`src/rtl/fifo.sv`:
```
// Single-clock synchronous FIFO with registered read data.
// Writes while full and reads while empty are dropped, so stored data is never corrupted.
module fifo #(
    parameter int unsigned d_w  = 8,
    parameter int unsigned ad_w = 4
) (
    input  logic           clk,
    input  logic           rst,
    input  logic           write,
    input  logic           read,
    output logic           full,
    output logic           empty,
    input  logic [d_w-1:0] data_in,
    output logic [d_w-1:0] data_out
);

    localparam int unsigned Depth = 2 ** ad_w;
    localparam logic [ad_w:0] CountMax = {1'b1, {ad_w{1'b0}}};

    logic [d_w-1:0]  mem [Depth];
    logic [ad_w-1:0] wr_ptr_q, wr_ptr_d;
    logic [ad_w-1:0] rd_ptr_q, rd_ptr_d;
    logic [ad_w:0]   count_q, count_d;
    logic [d_w-1:0]  data_out_q, data_out_d;
    logic            wr_en, rd_en;

    assign empty    = (count_q == '0);
    assign full     = (count_q == CountMax);
    assign data_out = data_out_q;

    // Acceptance uses the flags as they stand before the edge: a write+read
    // while empty only writes (no fall-through), and while full only reads.
    assign wr_en = write & ~full;
    assign rd_en = read & ~empty;

    always_comb begin
        wr_ptr_d   = wr_ptr_q;
        rd_ptr_d   = rd_ptr_q;
        count_d    = count_q;
        data_out_d = data_out_q;
        if (wr_en) begin
            wr_ptr_d = wr_ptr_q + ad_w'(1);
        end
        if (rd_en) begin
            rd_ptr_d   = rd_ptr_q + ad_w'(1);
            data_out_d = mem[rd_ptr_q];
        end
        unique case ({wr_en, rd_en})
            2'b10:   count_d = count_q + (ad_w + 1)'(1);
            2'b01:   count_d = count_q - (ad_w + 1)'(1);
            default: count_d = count_q;
        endcase
    end

    always_ff @(posedge clk or negedge rst) begin
        if (!rst) begin
            wr_ptr_q   <= '0;
            rd_ptr_q   <= '0;
            count_q    <= '0;
            data_out_q <= '0;
        end else begin
            wr_ptr_q   <= wr_ptr_d;
            rd_ptr_q   <= rd_ptr_d;
            count_q    <= count_d;
            data_out_q <= data_out_d;
        end
    end

    // Storage is deliberately not reset.
    always_ff @(posedge clk) begin
        if (wr_en) begin
            mem[wr_ptr_q] <= data_in;
        end
    end

endmodule

```
`config.mk`:
```
export PLATFORM = sky130hd
export DESIGN_NAME = fifo
export DESIGN_NICKNAME = d
export VERILOG_FILES = /design/src/rtl/fifo.sv
export SDC_FILE = /design/constraint.sdc
export NUM_CORES = 1
export LEC_CHECK = 0
export BUFFER_PORTS_ARGS = -buffer_cell sky130_fd_sc_hd__buf_2
export CORE_UTILIZATION = 55
export DETAILED_ROUTE_END_ITERATION = 7
export HOLD_SLACK_MARGIN = 0.12
export PLACE_DENSITY_LB_ADDON = 0.1
export REMOVE_ABC_BUFFERS = 1
export SYNTH_ARGS = -nofsm -noshare
export SYNTH_HDL_FRONTEND = slang
export SYNTH_SLANG_ARGS = --single-unit
export TNS_END_PERCENT = 5
```
`constraint.sdc`:
```
create_clock -name clk -period 5.6 [get_ports clk]
set_input_delay 1.4 -clock clk [delete_from_list [all_inputs] [get_ports clk]]
set_output_delay 1.4 -clock clk [all_outputs]
set_load 0.01 [all_outputs]
```
* Word-level counts from Yosys, hierarchy flattened
Memory sizes are Yosys's and may differ from the RTL's. A register that Yosys moved wholly into a read port is not among the register bits.
Index checks and enable logic that the tools add are counted.
** Operators by class
- Add/subtract/negate cells :: 4
- Equal/unequal tests :: 3
- Muxes and demuxes :: 3
- Bitwise logic cells :: 4
- Reduce and logical (&&, ||, !) cells :: 3
** Operator list (number)
- $pmux 5 s2 :: 1
- $add 4x1->4 const B :: 2
- $add 5x1->5 const B :: 1
- $eq 5x5->1 const B :: 1
- $logic_not 5->1 :: 1
- $sub 5x1->5 const B :: 1
- $and 1x1->1 :: 2
- $eq 2x1->1 const B :: 1
- $eq 2x2->1 const B :: 1
- $mux 1 :: 2
- $not 1->1 :: 2
- $reduce_bool 2->1 :: 1
- $logic_not 1->1 :: 1
** Word-level totals
- Register bits after elaboration :: 13
- RAM bits :: 128
- Output and inout bits :: 10
- Word-level logic and storage cells :: 21
- Memories :: 1
** Memories
- mem :: words 16, bits a word 8, rd ports 1, clocked after memory_dff 1, write ports 1, line 20 : logic [d_w-1:0] mem [Depth];

* Logic depth before layout (Yosys ltp)
- Depth in word-level cells :: 5
- Gate-level depth with buffers :: 13
- Depth with buffers taken out :: 12

* Worst setup path after synthesis
OpenSTA, ideal clock, no wires.
- Path kind :: input -> register
- From :: input port write
- To :: register count_q[4]
- Data arrival time :: 3.324 ns
- Data required time :: 5.476 ns
- Path slack :: 2.152 ns
- Stages on the path :: 10
- Cells stage by stage :: and2_1 -> clkbuf_1 -> inv_1 -> ha_1 -> ha_1 -> nor2b_1 -> o21ai_0 -> a21oi_1 -> or3b_2 -> xnor2_1
** On the way
- Longest elaborated chain between the ends :: 3
- Elaborated cells between the ends (all ways) :: 5
- Classes of those cells :: eq/ne: 2; mux: 1; bitwise: 1; reduce/logical: 1
** RTL lines
- start: declaration :: line 9 : input logic write,
- $and 1x1->1 (*) :: line 33 : assign wr_en = write & ~full;
- $eq 2x1->1 or $eq 2x2->1 (tied branches) :: line 48 : unique case ({wr_en, rd_en})
- $pmux 5 s2 or $reduce_bool 2->1 (tied branches)
- end signal: assignment :: line 64 : count_q <= count_d;
- end: declaration :: line 23 : logic [ad_w:0] count_q, count_d;
Every way passes the cells marked *; elsewhere a longest branch is shown, timed or not.
A chain may end at the register's enable or synchronous reset.

* Worst setup path after layout
- From :: register count_q[0]
- To :: register count_q[4]
** On the way
- Longest elaborated chain between the ends :: 5
- Elaborated cells between the ends (all ways) :: 12
- Classes of those cells :: add/sub: 2; eq/ne: 3; mux: 1; bitwise: 4; reduce/logical: 2
** RTL lines
- $logic_not 5->1 (*) :: line 27 : assign empty = (count_q == '0);
- $not 1->1 (*) :: line 34 : assign rd_en = read & ~empty;
- $and 1x1->1 (*) :: line 34
- net rd_en :: line 25 : logic wr_en, rd_en;
- $eq 2x1->1 or $eq 2x2->1 (tied branches) :: line 48
- $pmux 5 s2 or $reduce_bool 2->1 (tied branches)
The timed path passes the listed nets; every way through them passes the cells marked *.

==> metrics.txt <==
CP Class=flop to flop; CTS Sinks=149; die width=106 um; Worst R2R Path Depth=10; Synth Instances=316; antenna cells=0; Leak Pwr=2.37 nW; H-tree Lvls=4; Core Area=0.0104 mm^2; clock power share=0.334; Row Count=37; R2R Path Start=count_q[0]; Slew Limit Headroom=0.379; worst setup path startpoint=count_q[0]; Post-CTS Setup Bufs=0; global-route wire length before repair=16200 um; Comb pwr share=0.242; FF+latch area=0.00437 mm^2; Setup-failing EPs final=0; CP Launch Type=flop; initial core utilization=0.572; status=finished clean; crit-path max FO=18; syn_area_per_cell=18.8 um^2; share of layout cells above drive strength 1=0.265; setup tns final=0 ns; register share of total power=0.424; maximum buffer depth of the clock tree=2; CTS tree=done; cell internal pwr=2.59 mW; Clk Latency, worst-skew pair=0.50 ns; most frequent cells in the layout=edfxtp_1 (128), mux4_2 (33), nand2_1 (30), buf_2 (21), dfrtp_1 (20); Area Growth Syn to Fin=14.8%; Die Y=106 um; Tot Pwr=3.63 mW; largest net degree at the start of global routing=35; Max Transition Viols Final=0; f_max=285 MHz; # port buffers=21; vias in the first global route=2878; Total Routed Length=10500 um; worst hold path depth=2; GRT Overall Usage=0.204; Crit path arrival time=3.89 ns; Worst Setup End Kind=flop; Ys Warns=0; Least-Margin Pin Slew=0.931 ns; min Tclk post-route=3.51 ns; total gr overflow=0; Fillers=698; footprint of the multi-input gates=0.00145 mm^2; DR pass1 iterations=5; Final Hold Viols=0; Antenna Nets Post-Route=0; Max Cap Viol=0; final setup margin=2.09 ns; drt drc=0; unrepaired setup endpoints after global routing=false; IO Count=22; post-cts gate resize count=0; clock skew=0.00838 ns; Routability Congestion=0.726; initial antenna violation count=0; Root Buffer=clkbuf_8; vias per cell=5.80; Nets=368; Net Switching=1.03 mW; CTS Buf Count=17; register area share after synthesis=0.736; Hold Path Class=flop to flop; routed vias=2872; HP Start=data_out[0]; Hold Buf Count CTS=0; pre-CTS setup slack=1.91 ns; Detailed Place HPWL=6610 um; pwr dens=533 mW/mm^2; WL/cell=21.2 um; Tcrit/Tclk final=0.626; DRT iter0 DRCs=205; maximum vdd drop=0.000377 V; die area=0.0112 mm^2; commonest non-fill, non-tap cell in the layout=edfxtp_1; synthesized flop and latch total=149; post-synthesis cell type count=32; Sw Share=0.285; CP required=5.98 ns; clk slew on worst S/H paths=0.06 ns; post-synthesis cell area=0.00593 mm^2
## worst max-delay path, cell delays in order (launching register included)
cell and delay, ns:
dfrtp_1 0.44, or4_1 0.58, o21ai_2 0.56, inv_2 0.13
ha_1 0.26, ha_1 0.33, nor2b_1 0.15, o21ai_0 0.23
a21oi_1 0.10, or3b_2 0.46, xnor2_1 0.14
## layout make-up
type / instances / share of cell area
timing repair buffer: 27 / 0.0220
multi-input combinational: 142 / 0.212
tap: 136 / 0.0250
clock buffer: 20 / 0.0639
sequential: 149 / 0.642
inverter: 9 / 0.00496
clock inverter: 12 / 0.0301
## power groups by stage
stage	Clock, mW	Sequential [mW]	Combinational [mW]
6_report	1.21	1.54	0.876
4_1_cts	1.22	1.54	0.889
2_1_floorplan	0	1.59	0.571
3_3_place_gp	0	1.55	0.869
3_5_place_dp	0	1.56	0.880
5_1_grt	1.26	1.56	0.963
## stage by stage
step                std cells  hold WS (ns)  utilization  instance area [um^2]
floorplan                 300         0.492            -                  5850
global placement          463         0.457        0.595                  6170
detailed placement        463         0.461        0.595                  6170
CTS                       495         0.476        0.657                  6810
global route              495         0.498        0.657                  6810
finish                    495         0.469        0.657                  6810
## layer usage
layer / global-route usage / share of wire
met5: 0 / 0
met4: 0.0665 / 0.011
met3: 0.0396 / 0.029
met2: 0.322 / 0.49
met1: 0.291 / 0.47
## synth_stat cells (all sizes together)
master	instances	area (um^2)
a21o	1	7.51
a21oi	2	10.0
and2	1	6.26
buf	11	67.6
clkbuf	5	18.8
dfrtp	21	526
edfxtp	128	3840
fa	1	20.0
ha	9	113
inv	9	33.8
mux2i	8	80.1
mux4	33	743
nand2	30	113
nand2b	3	18.8
nand3	1	5.00
nand4	2	12.5
nor2	13	48.8
nor2b	1	6.26
nor3	4	20.0
nor4	1	6.26
o21ai	12	63.8
o221ai	7	61.3
or2	1	6.26
or3b	1	8.76
or4	1	7.51
xnor2	8	70.1
xor2	2	17.5
## path summary, 6_finish.rpt
path / end / slack [ns]
setup / recovery: count_q[4] / 2.09
min in group asynchronous: count_q[1] / 0.85
setup reg to reg: count_q[4] / 2.09
hold / removal: data_out[0] / 0.47
max in group asynchronous: rd_ptr_q[2] / 4.39
hold reg to reg: data_out[0] / 0.47
## sequential cells by signal, indices dropped and copies added (netlist names)
register and cells:
mem 128, data_out 8, count_q 5, rd_ptr_q 4
wr_ptr_q 4
## logic make-up after synthesis
| logic type | synth area share |
|---|---|
| and+or+nand+nor | 0.0436 |
| DFF | 0.736 |
| AOI/OAI and AO/OA | 0.0240 |
| buffers and inverters | 0.0202 |
| muxes | 0.139 |
| adders and majority gates | 0.0223 |
| xor gates and xnor gates | 0.0148 |
Power figures use the tool's default switching activity.
